## src/rtl/fpnew_pkg.sv

```systemverilog
// Shared constants and types for the cast-unit request arbiter.
package fpnew_pkg;

    localparam int unsigned MaxNumReq        = 8;
    localparam int unsigned MaxInFlightLimit = 15;

    typedef enum logic {
        IDLE  = 1'b0,
        OFFER = 1'b1
    } cast_arb_state_e;

    function automatic int unsigned id_width(input int unsigned n);
        return (n > 1) ? $clog2(n) : 1;
    endfunction

endpackage

```

## src/rtl/fpnew_cast_arbiter_if.sv

```systemverilog
// Requester-side and cast-pipeline-side handshakes of the cast arbiter.
interface fpnew_cast_arbiter_if
    import fpnew_pkg::*;
#(
    parameter int unsigned NumReq      = 2,
    parameter type         PayloadType = logic
);
    localparam int unsigned IdWidth = id_width(NumReq);

    logic [NumReq-1:0]  req_valid_i;
    logic [NumReq-1:0]  req_ready_o;
    PayloadType         req_data_i [NumReq];
    logic               unit_valid_o;
    logic               unit_ready_i;
    PayloadType         unit_data_o;
    logic [IdWidth-1:0] unit_id_o;
    logic               unit_out_valid_i;
    logic [IdWidth-1:0] unit_out_id_i;
    logic               unit_out_ready_o;
    logic [NumReq-1:0]  resp_valid_o;
    logic [NumReq-1:0]  resp_ready_i;

    modport master (
        input  req_valid_i, req_data_i, unit_ready_i,
        input  unit_out_valid_i, unit_out_id_i, resp_ready_i,
        output req_ready_o, unit_valid_o, unit_data_o, unit_id_o,
        output unit_out_ready_o, resp_valid_o
    );

    modport slave (
        output req_valid_i, req_data_i, unit_ready_i,
        output unit_out_valid_i, unit_out_id_i, resp_ready_i,
        input  req_ready_o, unit_valid_o, unit_data_o, unit_id_o,
        input  unit_out_ready_o, resp_valid_o
    );

endinterface

```

## src/rtl/fpnew_cast_arbiter_rr_pick.sv

```systemverilog
// Cyclic priority search: first valid requester at or after ptr.
module fpnew_cast_arbiter_rr_pick #(
    parameter int unsigned NumReq  = 2,
    parameter int unsigned IdWidth = 1
) (
    input  logic [NumReq-1:0]  valid,
    input  logic [IdWidth-1:0] ptr,
    output logic               gnt_valid,
    output logic [IdWidth-1:0] gnt_idx
);

    always_comb begin
        int unsigned k;
        k         = 0;
        gnt_valid = 1'b0;
        gnt_idx   = '0;
        for (int unsigned i = 0; i < NumReq; i++) begin
            k = 32'(ptr) + i;
            if (k >= NumReq) k = k - NumReq;
            if (!gnt_valid && valid[k[IdWidth-1:0]]) begin
                gnt_valid = 1'b1;
                gnt_idx   = k[IdWidth-1:0];
            end
        end
    end

endmodule

```

## src/rtl/fpnew_cast_arbiter.sv

```systemverilog
// Round-robin arbiter sharing one cast pipeline among NumReq requesters,
// with in-flight credit counting and zero-latency tag-based result routing.
module fpnew_cast_arbiter
    import fpnew_pkg::*;
#(
    parameter int unsigned NumReq      = 2,
    parameter int unsigned MaxInFlight = 4,
    parameter type         PayloadType = logic
) (
    input  logic                  clk_i,
    input  logic                  rst_i,
    input  logic                  flush_i,
    output logic                  busy_o,
    fpnew_cast_arbiter_if.master  bus
);

    localparam int unsigned IdWidth  = id_width(NumReq);
    localparam int unsigned CntWidth = $clog2(MaxInFlight + 1);

    cast_arb_state_e     state_q;
    logic [IdWidth-1:0]  rr_ptr_q;
    logic [IdWidth-1:0]  grant_q;
    logic [CntWidth-1:0] count_q;

    logic               pick_valid;
    logic [IdWidth-1:0] pick_idx;
    logic [IdWidth-1:0] issue_idx;
    logic [IdWidth-1:0] next_ptr;
    logic               credit;
    logic               unit_valid;
    logic               issue_hs;
    logic               result_hs;
    logic               count_dec;
    logic               route_ok;
    PayloadType         issue_data;

    fpnew_cast_arbiter_rr_pick #(
        .NumReq  (NumReq),
        .IdWidth (IdWidth)
    ) u_rr_pick (
        .valid     (bus.req_valid_i),
        .ptr       (rr_ptr_q),
        .gnt_valid (pick_valid),
        .gnt_idx   (pick_idx)
    );

    // A pending offer keeps its latched lane; otherwise the picker decides.
    assign issue_idx  = (state_q == OFFER) ? grant_q : pick_idx;
    assign issue_data = bus.req_data_i[issue_idx];
    assign credit     = count_q < CntWidth'(MaxInFlight);
    assign unit_valid = !rst_i && !flush_i && credit
                        && ((state_q == OFFER) || pick_valid);
    assign issue_hs   = unit_valid && bus.unit_ready_i;
    assign next_ptr   = (32'(issue_idx) == NumReq - 1) ? '0 : issue_idx + IdWidth'(1);

    assign route_ok   = 32'(bus.unit_out_id_i) < 32'(NumReq);
    assign result_hs  = bus.unit_out_valid_i && bus.unit_out_ready_o;
    assign count_dec  = result_hs && (count_q != '0);

    assign bus.unit_valid_o = unit_valid;
    assign bus.unit_id_o    = issue_idx;
    assign bus.unit_data_o  = issue_data;
    assign busy_o           = (count_q != '0) || unit_valid;

    // Issue acceptance and result steering by returned tag.
    always_comb begin
        bus.req_ready_o      = '0;
        bus.resp_valid_o     = '0;
        bus.unit_out_ready_o = 1'b0;
        if (issue_hs) bus.req_ready_o[issue_idx] = 1'b1;
        if (route_ok) begin
            bus.resp_valid_o[bus.unit_out_id_i] = bus.unit_out_valid_i;
            bus.unit_out_ready_o                = bus.resp_ready_i[bus.unit_out_id_i];
        end
    end

    always_ff @(posedge clk_i or posedge rst_i) begin
        if (rst_i) begin
            state_q  <= IDLE;
            rr_ptr_q <= '0;
            grant_q  <= '0;
            count_q  <= '0;
        end else if (flush_i) begin
            state_q <= IDLE;
            count_q <= '0;
        end else begin
            if (issue_hs && !count_dec) begin
                count_q <= count_q + CntWidth'(1);
            end else if (!issue_hs && count_dec) begin
                count_q <= count_q - CntWidth'(1);
            end
            if (issue_hs) begin
                state_q  <= IDLE;
                rr_ptr_q <= next_ptr;
            end else if (unit_valid) begin
                state_q <= OFFER;
                grant_q <= issue_idx;
            end
        end
    end

endmodule

```

## src/flat_wrapper.sv

```systemverilog
// flat-port wrapper written by rule: the top's interface ports become plain ports
module fpnew_cast_arbiter_flat import fpnew_pkg::*;
#(
    parameter int unsigned NumReq      = 2,
    parameter int unsigned MaxInFlight = 4,
    parameter type         PayloadType = logic
)
  (clk_i, rst_i, flush_i, busy_o, bus_req_valid_i, bus_req_data_i, bus_unit_ready_i, bus_unit_out_valid_i, bus_unit_out_id_i, bus_resp_ready_i, bus_req_ready_o, bus_unit_valid_o, bus_unit_data_o, bus_unit_id_o, bus_unit_out_ready_o, bus_resp_valid_o);
  fpnew_cast_arbiter_if #(.NumReq(NumReq), .PayloadType(PayloadType)) bus_i ();
  input  logic clk_i;
  input  logic rst_i;
  input  logic flush_i;
  output logic busy_o;
  input wire logic [$bits(bus_i.req_valid_i)-1:0] bus_req_valid_i;
  input wire logic [$bits(bus_i.req_data_i)-1:0] bus_req_data_i;
  input wire logic [$bits(bus_i.unit_ready_i)-1:0] bus_unit_ready_i;
  input wire logic [$bits(bus_i.unit_out_valid_i)-1:0] bus_unit_out_valid_i;
  input wire logic [$bits(bus_i.unit_out_id_i)-1:0] bus_unit_out_id_i;
  input wire logic [$bits(bus_i.resp_ready_i)-1:0] bus_resp_ready_i;
  output wire logic [$bits(bus_i.req_ready_o)-1:0] bus_req_ready_o;
  output wire logic [$bits(bus_i.unit_valid_o)-1:0] bus_unit_valid_o;
  output wire logic [$bits(bus_i.unit_data_o)-1:0] bus_unit_data_o;
  output wire logic [$bits(bus_i.unit_id_o)-1:0] bus_unit_id_o;
  output wire logic [$bits(bus_i.unit_out_ready_o)-1:0] bus_unit_out_ready_o;
  output wire logic [$bits(bus_i.resp_valid_o)-1:0] bus_resp_valid_o;
  assign bus_i.req_valid_i = bus_req_valid_i;
  assign bus_i.req_data_i = {>>{bus_req_data_i}};
  assign bus_i.unit_ready_i = bus_unit_ready_i;
  assign bus_i.unit_out_valid_i = bus_unit_out_valid_i;
  assign bus_i.unit_out_id_i = bus_unit_out_id_i;
  assign bus_i.resp_ready_i = bus_resp_ready_i;
  assign bus_req_ready_o = bus_i.req_ready_o;
  assign bus_unit_valid_o = bus_i.unit_valid_o;
  assign bus_unit_data_o = bus_i.unit_data_o;
  assign bus_unit_id_o = bus_i.unit_id_o;
  assign bus_unit_out_ready_o = bus_i.unit_out_ready_o;
  assign bus_resp_valid_o = bus_i.resp_valid_o;
  fpnew_cast_arbiter #(.NumReq(NumReq), .MaxInFlight(MaxInFlight), .PayloadType(PayloadType)) u_core (.clk_i(clk_i), .rst_i(rst_i), .flush_i(flush_i), .busy_o(busy_o), .bus(bus_i));
endmodule
```

## config.mk

```make
export PLATFORM = sky130hd
export DESIGN_NAME = fpnew_cast_arbiter_flat
export DESIGN_NICKNAME = d
export VERILOG_FILES = /design/src/rtl/fpnew_pkg.sv /design/src/rtl/fpnew_cast_arbiter_if.sv /design/src/rtl/fpnew_cast_arbiter_rr_pick.sv /design/src/rtl/fpnew_cast_arbiter.sv /design/src/flat_wrapper.sv
export SDC_FILE = /design/constraint.sdc
export NUM_CORES = 1
export LEC_CHECK = 0
export BUFFER_PORTS_ARGS = -buffer_cell sky130_fd_sc_hd__buf_2
export CORE_AREA = 5 5 42 44
export DETAILED_ROUTE_END_ITERATION = 16
export DIE_AREA = 0 0 47 49
export GPL_ROUTABILITY_DRIVEN = 0
export PLACE_DENSITY = 0.61
export SLEW_MARGIN = 5
export SYNTH_ARGS = -nofsm -noshare
export SYNTH_HDL_FRONTEND = slang
export SYNTH_SLANG_ARGS = --single-unit
```

## constraint.sdc

```tcl
create_clock -name clk_i -period 2.5 [get_ports clk_i]
set_input_delay 0 -clock clk_i [delete_from_list [all_inputs] [get_ports clk_i]]
set_output_delay 0 -clock clk_i [all_outputs]
set_load 0.01 [all_outputs]
```

**Word level (Yosys, flattened, before mapping)**

Cells that the tools add are included.

- Bits in latches: 0
- Bits in read-only memories: 0
- Memories: 0
- Word-level logic and storage cells: 75
- Input port bits: 12
- Flip-flop bits (word level): 6
- Output and inout port bits: 9
- RAM bits: 0

- Equality and inequality tests: 0
- Order comparisons: 10
- Bitwise logic cells: 4
- Div/mod/pow operators: 0
- Reduce and logical (&&, ||, !) cells: 23
- Shift operators: 0
- Multiply operators: 0
- $add $sub $neg: 6
- Mux-type cells: 28

Operators with widths:

| cell | number |
|---|---|
| two-way mux 1 bit | 22 |
| logical AND 1 bit | 11 |
| two-way mux 3 bit | 3 |
| nonzero test 3 bit | 3 |
| < comparator 1 x 2 -> 1 bit, second input constant | 4 |
| zero test 1 bit | 5 |
| greater-or-equal comparator 2 bit, second input constant | 2 |
| adder 3 x 1 -> 3 bit, second input constant | 1 |
| < comparator 3 bit, second input constant | 1 |
| AND reduction 3 bit | 1 |
| subtractor 3 x 1 -> 3 bit, second input constant | 1 |
| adder 1 x 1 -> 2 bit, second input constant | 1 |
| bitwise AND 2 bit | 1 |
| demux 1 bit (select 1 bit) | 2 |
| greater-or-equal comparator 1 bit, second input constant | 2 |
| greater-or-equal comparator 1 x 2 -> 1 bit, second input constant | 1 |
| logical OR 1 bit | 2 |
| two-way mux 2 bit | 1 |
| inverter 1 bit | 2 |
| inverter 1 -> 2 bit | 1 |
| AND reduction 2 bit | 1 |
| subtractor 1 bit, second input constant | 2 |
| adder 1 bit, second input constant | 1 |

**Depth between registers and ports, before layout**

Gate-level depths: netlist of the first run.

- Depth in word-level cells: 16
- Gate-level depth with buffers: 9
- Gate-level depth less buffers: 8

**Hierarchy**

From an unflattened synthesis of the first run, not the netlist that was laid out.

- Cell total of the unflattened synthesis: 50
- Area total of the unflattened synthesis: 464.2 µm²

By module, submodules not included:

| module | instances | area each (µm²) | cells each |
|---|---|---|---|
| fpnew_cast_arbiter | 1 | 446.7 | 47 |
| fpnew_cast_arbiter_rr_pick | 1 | 17.5 | 3 |

**Least setup slack after synthesis of the first run**

No wires, ideal clock.

- Kind: flip-flop to flip-flop
- Start: register u_core.count_q[2]
- End: register u_core.count_q[1]
- Setup slack: 0.280 ns
- Cell stages (with the launch flop): 10
- Setup time: 0.104 ns
- Data required time: 2.396 ns
- Arrival time: 2.116 ns
- Cells stage by stage: dfrtp_1 > or3_1 > and3_4 > buf_6 > nor2_1 > fa_1 > or2_2 > a21oi_1 > o21ai_0 > o311ai_1

- Word-level cells in the longest chain between the ends: 7

RTL lines:

| item | line | RTL |
|---|---|---|
| start: declaration | fpnew_cast_arbiter.sv:23 | `logic [CntWidth-1:0] count_q;` |
| start signal: assignment | fpnew_cast_arbiter.sv:88 | `count_q <= count_q + CntWidth'(1);` |
| start signal: assignment | fpnew_cast_arbiter.sv:90 | `count_q <= count_q - CntWidth'(1);` |
| < comparator 3 bit | fpnew_cast_arbiter.sv:50 | `assign credit = count_q < CntWidth'(MaxInFlight);` |
| logical AND 1 bit | fpnew_cast_arbiter.sv:51 | `assign unit_valid = !rst_i && !flush_i && credit` |
| logical AND 1 bit | fpnew_cast_arbiter.sv:52 | `&& ((state_q == OFFER) \|\| pick_valid);` |
| logical AND 1 bit | fpnew_cast_arbiter.sv:53 | `assign issue_hs = unit_valid && bus.unit_ready_i;` |
| logical AND 1 bit or zero test 1 bit (tied branches) | fpnew_cast_arbiter.sv:87, fpnew_cast_arbiter.sv:89 |  |
| two-way mux 3 bit or logical AND 1 bit (tied branches) | fpnew_cast_arbiter.sv:87, fpnew_cast_arbiter.sv:89 |  |
| two-way mux 3 bit or nonzero test 3 bit (tied branches) | n/a |  |

Several ways; a longest one is shown, not always the timed one.
A chain may end at the register's enable or synchronous reset.

**Final worst setup path of the first run**

Same ends and word-level chain as after synthesis.

==> results of run 1 <==
==> cell type report <==
type                            instances  area [um2]  area share (%)
Tap cell                               16        20.0            3.19
Inverter                                4        15.0            2.39
Clock buffer                            3        22.5            3.59
Sequential cell                         6         150            23.9
Timing Repair Buffer                   22         118            18.7
Multi-Input combinational cell         39         303            48.2
==> cell usage after synthesis, types with 2 or more instances <==
cell,count
nor3_1,2
or3_1,3
dfrtp_1,6
nand2_1,2
nor2_1,5
nor2b_1,3
or2_2,2
mux2_2,2
inv_1,4
==> sequential cells by signal (all words and copies together) (netlist names) <==
name,cells
u_core.count_q,3
u_core.rr_ptr_q,1
u_core.state_q,1
u_core.grant_q,1
==> worst reg2reg max path, cell delays in order, from the launching register on <==
cell and delay, ns:
dfrtp_1 0.43, or3_1 0.40, and3_4 0.22, nor2_1 0.11, fa_1 0.40, or2_2 0.29, a21oi_1 0.11, o21ai_0 0.09
o311ai_1 0.08
==> power by group through the flow <==
stage               Clock, mW  Sequential [mW]  Combinational [mW]
finish                 0.0941            0.131               0.137
global route            0.110            0.133               0.154
CTS                    0.0997            0.130               0.138
detailed placement          0            0.132               0.136
global placement            0            0.131               0.134
floorplan                   0            0.127               0.102
==> layer usage <==
layer	wire length (um)	track usage, %
met1	531	14.8
met2	572	17.0
met3	44	3.32
met4	13	6.91
met5	0	0
==> layout by cell type (no fill, tap or decap), types with 3 or more instances in the layout <==
master    synthesis  layout
clkbuf_4          0       3
inv_1             4       4
nor2_1            5       5
nor2b_1           3       3
or3_1             3       3
dfrtp_1           6       6
buf_2             1      20
==> repair_timing <==
item / CTS / global route
endpoints found under the hold margin: 6 / 0
hold buffers: 1 / 0
buffers inserted: 0 / 0
gates resized for setup: 0 / 0
==> logic make-up after synthesis <==
| family | Yosys count | share of synthesized area [%] |
|---|---|---|
| multiplexers | 3 | 7.75 |
| buffers and inverters | 6 | 6.46 |
| XOR/XNOR | 1 | 4.65 |
| flip-flops | 6 | 31.0 |
| AND/OR/NAND/NOR | 27 | 35.7 |
| adder cells (fa/ha/maj) | 1 | 4.13 |
| AO/OA/AOI/OAI | 7 | 10.3 |
==> stage by stage <==
stage	cells	setup slack (ns)	cell area, um2	total power, mW	hold WS, ns
after detailed placement	86	0.258	596	0.268	-0.0290
final	90	0.255	628	0.362	0.0425
after CTS	90	0.248	628	0.368	0.0347
after floorplan	51	0.280	484	0.230	-0.209
after global routing	90	0.0739	628	0.396	0.0325
after global placement	86	0.308	596	0.266	-0.0373
==> worst max path at each step <==
stage,depth (start not counted),endpoint,slack [ns],start
6_report,8,u_core.count_q[1],0.25,u_core.count_q[2]
5_1_grt,8,u_core.count_q[1],0.07,u_core.count_q[2]
4_1_cts,8,u_core.count_q[1],0.25,u_core.count_q[2]
3_5_place_dp,8,u_core.count_q[1],0.26,u_core.count_q[2]
3_3_place_gp,8,u_core.count_q[1],0.31,u_core.count_q[2]
2_1_floorplan,9,u_core.count_q[1],0.28,u_core.count_q[2]
==> summary.txt, run 1 <==
Outcome
  – Status: completed

Finish
  – Layout cells sized above 1: 44.6%
  – Area growth from synthesis to layout: 29.7%
  – Antenna fix cells: 0
  – Fillers: 143
  – Final nets: 89
  – Final Core Density: 44.8%

Critical path
  – Req. time, crit path: 2.65 ns
  – Max stage delay on crit path: 0.43 ns
  – CP delay by family, top: simple AND/OR/NAND/NOR gates
  – Reg2reg start: u_core.count_q[2]
  – Crit path max-delay cell type: dfrtp_1
  – Crit path kind: flop to flop
  – Startpoint types: flop
  – R2R cell count: 8
  – Crit path arrival time: 2.39 ns
  – CP endpoint kind: flop
  – R2R Path End: u_core.count_q[1]
  – Register-to-Register Setup Slack: 0.25 ns
  – WP buf/inv: 0
  – Crit-path cells: or3_1 > and3_4 > nor2_1 > fa_1 > or2_2 > a21oi_1 > o21ai_0 > o311ai_1
  – Maximum fanout count along the critical path: 8

Logic synthesis
  – Synth top area share: 31.0%
  – Synth top area cells: dfrtp_1 (31%), mux2_2 (4.7%), xnor3_1 (4.7%), fa_1 (4.1%), nor2_1 (3.9%)
  – Yosys reg bits: 6
  – Yosys warns: 0
  – Cell count after synthesis: 51
  – Post-synthesis average cell area: 9.49 um2
  – Post-synth EDFFs: 0
  – Fraction of registers with async set/reset: 100%
  – Ys flop type: dfrtp_1
  – Cell taking the most area after synthesis: dfrtp_1
  – Yosys cell types: 31
  – Syn nets: 64
  – Post-synth design cell area: 484 um2
  – Seq/Total Area, Yosys: 31.0%

Drt
  – Via count: 447
  – Post-route antenna net violation count: 0
  – Wirelength per Cell: 12.9 um
  – 1st-pass router iterations: 4
  – Iter 0 DRT Violations: 15
  – Routed WL: 1.16 mm
  – Via/cell ratio: 4.97
  – Remaining DRCs: 0

Min path
  – Hold path cells: 2
  – Hold Path Class: input pin to flop
  – Hold path endpoint: u_core.count_q[0]
  – Hold Crit Start: flush_i

Power and ir drop
  – PwrDens: 576 mW/mm2
  – Clock power frac: 26.0%
  – Leakage: 0.316 nW
  – Internal Power: 0.244 mW
  – Switching Share: 32.4%
  – Combinational cell fraction of total power: 37.7%
  – Seq pwr share: 36.3%
  – Sw Pwr: 0.117 mW
  – Max VDD drop: 0.231 mV

Clocking
  – TritonCTS buffer count: 3
  – Root Buffer: clkbuf_4
  – Clk sinks: 6
  – Maximum root-to-sink buffer count: 2
  – CTS tree: yes
  – Clock slew at reported path FFs: 0.05 ns
  – Worst-Skew Late Latency: 0.25 ns
  – # H-tree levels: 1

GRT
  – Pin count of the biggest net entering global routing: 10
  – GR Util All Layers: 11.7%
  – Total grt overflow: 0
  – Vias in the first global route: 421
  – Initial antenna violation count: 0
  – First-pass GRT wire length: 1.92 mm

Placed design
  – IO Port Bufs: 20
  – Hpwl dp: 899 um

STA
  – Max_slew headroom: 61.1%
  – Final Hold Viols: 0
  – Max Freq: 445 MHz
  – Final Critical Period: 2.25 ns
  – Final Skew: 0.00119 ns
  – Setup TNS: 0 ns
  – Final setup viols: 0
  – RSZ-0062 raised after global routing: no
  – Fin crit share: 89.8%
  – Slew of the pin with the lowest slew margin: 0.578 ns
  – Slew Limit Fails: 0

Die
  – IO Pins: 21
  – Chip Width: 47 um
  – Core Region: 0.00140 mm2
  – Initial core utilization: 34.6%
  – Die Y-Extent: 49 um
  – Row cnt: 14
  – Die area: 0.00230 mm2

Job
  – Maxcap violations: 0
(Power assumes the default switching activity.)
==> inputs of run 2 (changes only) <==
--- a/config.mk
+++ b/config.mk
@@ -11,6 +11,7 @@
 export DIE_AREA = 0 0 47 49
 export GPL_ROUTABILITY_DRIVEN = 0
 export PLACE_DENSITY = 0.61
+export SETUP_SLACK_MARGIN = 0.4
 export SLEW_MARGIN = 5
 export SYNTH_ARGS = -nofsm -noshare
 export SYNTH_HDL_FRONTEND = slang
==> run 2 against run 1 <==
Compared with the run above:
- clock skew is 0.012 ns higher
- die area stayed put
- via count up 4.9%
- final cell count increased by 3.3%
- non-clock buffer count rose by 3
- worst hold slack gained 0.0041 ns
- sequential cell count did not move
- first-iteration DRC count down 53%
- critical path depth stayed put
- routed wire length increased by 3.3%
- critical path type unchanged
- critical endpoint unchanged
- largest power group unchanged
==> summary.txt, run 2 (same netlist as run 1, synthesis figures left out) <==
Die
  – Initial core utilization: 34.6% (unchanged)
  – Die Y-Extent: 49 um (unchanged)
  – Core Region: 0.00140 mm2 (unchanged)
  – Die area: 0.00230 mm2 (unchanged)
  – Row cnt: 14 (unchanged)
  – IO Pins: 21 (unchanged)
  – Chip Width: 47 um (unchanged)

GRT
  – GR Util All Layers: 11.3% (-0.35 points)
  – Total grt overflow: 0 (unchanged)
  – Initial antenna violation count: 0 (unchanged)
  – First-pass GRT wire length: 1.92 mm (unchanged)
  – Pin count of the biggest net entering global routing: 10 (unchanged)
  – Vias in the first global route: 469 (+11%)

Clocking
  – CTS tree: yes
  – # H-tree levels: 1 (unchanged)
  – Maximum root-to-sink buffer count: 2 (unchanged)
  – TritonCTS buffer count: 3 (unchanged)
  – Root Buffer: clkbuf_4
  – Worst-Skew Late Latency: 0.26 ns (about the same)
  – Clk sinks: 6 (unchanged)
  – Clock slew at reported path FFs: 0.06 ns (about the same)

Finish
  – Antenna fix cells: 0 (unchanged)
  – Most common cell after layout, fill and taps aside: buf_2
  – Design Area, Final: 673 um2 (+7.2%)
  – Layout cells sized above 1: 50.6% (+6.1 points)
  – Most frequent cells in the layout: buf_2 (20), dfrtp_1 (6), nor2_1 (4), inv_1 (4), buf_4 (4)
  – Final nets: 92 (+3.4%)
  – Number of flip-flops in the largest register: 3 (unchanged)
  – Area growth from synthesis to layout: 39.0%
  – Most flops, register: u_core.count_q

STA
  – PnR worst setup slack: 0.475 ns (+0.220 ns)
  – Max Freq: 494 MHz (+11%)
  – Fin crit share: 81.0% (-8.8 points)
  – Setup TNS: 0 ns (unchanged)
  – Max_slew headroom: 53.8% (-7.3 points)
  – RSZ-0062 raised after global routing: yes
  – Final Skew: 0.0133 ns (+0.0121 ns)
  – Worst hold slack: 0.0467 ns (+0.00414 ns)
  – Slew of the pin with the lowest slew margin: 0.686 ns (+0.109 ns)
  – Final setup viols: 0 (unchanged)
  – Final Hold Viols: 0 (unchanged)
  – Final Critical Period: 2.02 ns (-0.220 ns)
  – Slew Limit Fails: 0 (unchanged)

Power and ir drop
  – Internal Power: 0.258 mW (+5.7%)
  – Clock power frac: 25.0% (-1.0 points)
  – Max VDD drop: 0.251 mV (+8.2%)
  – Sw Pwr: 0.126 mW (+7.1%)
  – Seq pwr share: 33.8% (-2.5 points)
  – Combinational cell fraction of total power: 41.2% (+3.5 points)
  – Switching Share: 32.7% (+0.30 points)
  – PwrDens: 571 mW/mm2 (-0.94%)
  – Leakage: 0.338 nW (+6.9%)

Placed design
  – Placed inst area: 604 um2 (+1.5%)
  – Hpwl dp: 957 um (+6.4%)
  – IO Port Bufs: 20 (unchanged)
  – Pre-CTS WS: 0.385 ns (+0.127 ns)

Critical path
  – CP endpoint kind: flop
  – WP buf/inv: 0 (unchanged)
  – Crit path arrival time: 2.18 ns (-0.21 ns)
  – Startpoint types: flop
  – Crit path max-delay cell type: fa_1
  – Crit-path cells: or3_1 > and3_4 > nor2_2 > fa_1 > or2_4 > a21oi_2 > o21ai_1 > o311ai_1
  – Maximum fanout count along the critical path: 2 (-6)
  – Crit path kind: flop to flop
  – Req. time, crit path: 2.66 ns (about the same)
  – Max stage delay on crit path: 0.41 ns (-0.02 ns)
  – CP delay by family, top: simple AND/OR/NAND/NOR gates

Drt
  – Post-route antenna net violation count: 0 (unchanged)
  – 1st-pass router iterations: 2 (-2)
  – Routed WL: 1.20 mm (+3.3%)
  – Wirelength per Cell: 12.9 um (about the same)
  – Iter 0 DRT Violations: 7 (-8)
  – Remaining DRCs: 0 (unchanged)
  – Via/cell ratio: 5.04 (+1.5%)
  – Via count: 469 (+4.9%)

Outcome
  – Status: completed

Min path
  – Hold Path Class: input pin to flop

Job
  – Maxcap violations: 0 (unchanged)
-- run 2: changes by cell type in the layout (fill, tap and decap cells not counted) --
cell     previous run  this run
buf_4               1         4
a21oi_2             0         1
or3_4               0         1
nor2_2              0         1
nor4b_4             0         1
nor2_1              5         4
nor4b_2             1         0
o21ai_1             0         1
or3_1               3         2
or2_2               2         1
or2_4               0         1
o21ai_0             1         0
a21oi_1             1         0
-- run 2: power by group through the flow --
stage / Sequential [mW] / Combinational [mW] / Clock (mW)
after floorplan: 0.127 / 0.109 / 0
after detailed placement: 0.132 / 0.145 / 0
after CTS: 0.130 / 0.151 / 0.0972
after global placement: 0.131 / 0.140 / 0
after global routing: 0.132 / 0.174 / 0.104
final: 0.130 / 0.158 / 0.0960
-- run 2: worst paths after layout --
check | startpoint | endpoint | slack (ns) | cells past startpoint
setup / recovery | u_core.count_q[0] | u_core.count_q[1] | 0.48 | 8
hold / removal | flush_i | u_core.count_q[0] | 0.05 | 2
setup reg to reg | u_core.count_q[0] | u_core.count_q[1] | 0.48 | 8
hold reg to reg | u_core.rr_ptr_q | u_core.rr_ptr_q | 0.49 | 1
max in group asynchronous | rst_i | u_core.grant_q | 2.04 | 3
min in group asynchronous | rst_i | u_core.count_q[2] | 0.25 | 3
-- run 2: layout make-up --
class	count	area, um2
clock buffer	3	22.5
fill	150	728
inverter	4	15.0
multi-input combinational	39	325
sequential	6	150
tap	16	20.0
timing repair buffer	25	140
-- run 2: routing by layer --
layer  vias up  track usage, %  part of all wire (%)
met5         -               0                     0
met4         0            5.53                   2.2
met2         6            17.6                    52
li1        234               -                     -
met1       225            13.7                    43
met3         4            3.32                   2.8
-- run 2: repair_timing --
action                     in CTS  in global routing
cloned                          0                  0
hold buffers                    1                  0
resized for setup               1                  1
pin swaps                       1                  0
buffers inserted                1                  2
setup endpoints to repair       1                  2
hold endpoints to repair        6                  0
-- run 2: through the flow --
stage | cells | power [mW] | utilization (%)
after floorplan | 51 | 0.236 | -
after global placement | 86 | 0.271 | 43.1
after detailed placement | 86 | 0.276 | 43.1
after CTS | 91 | 0.378 | 46.6
after global routing | 93 | 0.409 | 48.0
final | 93 | 0.384 | 48.0
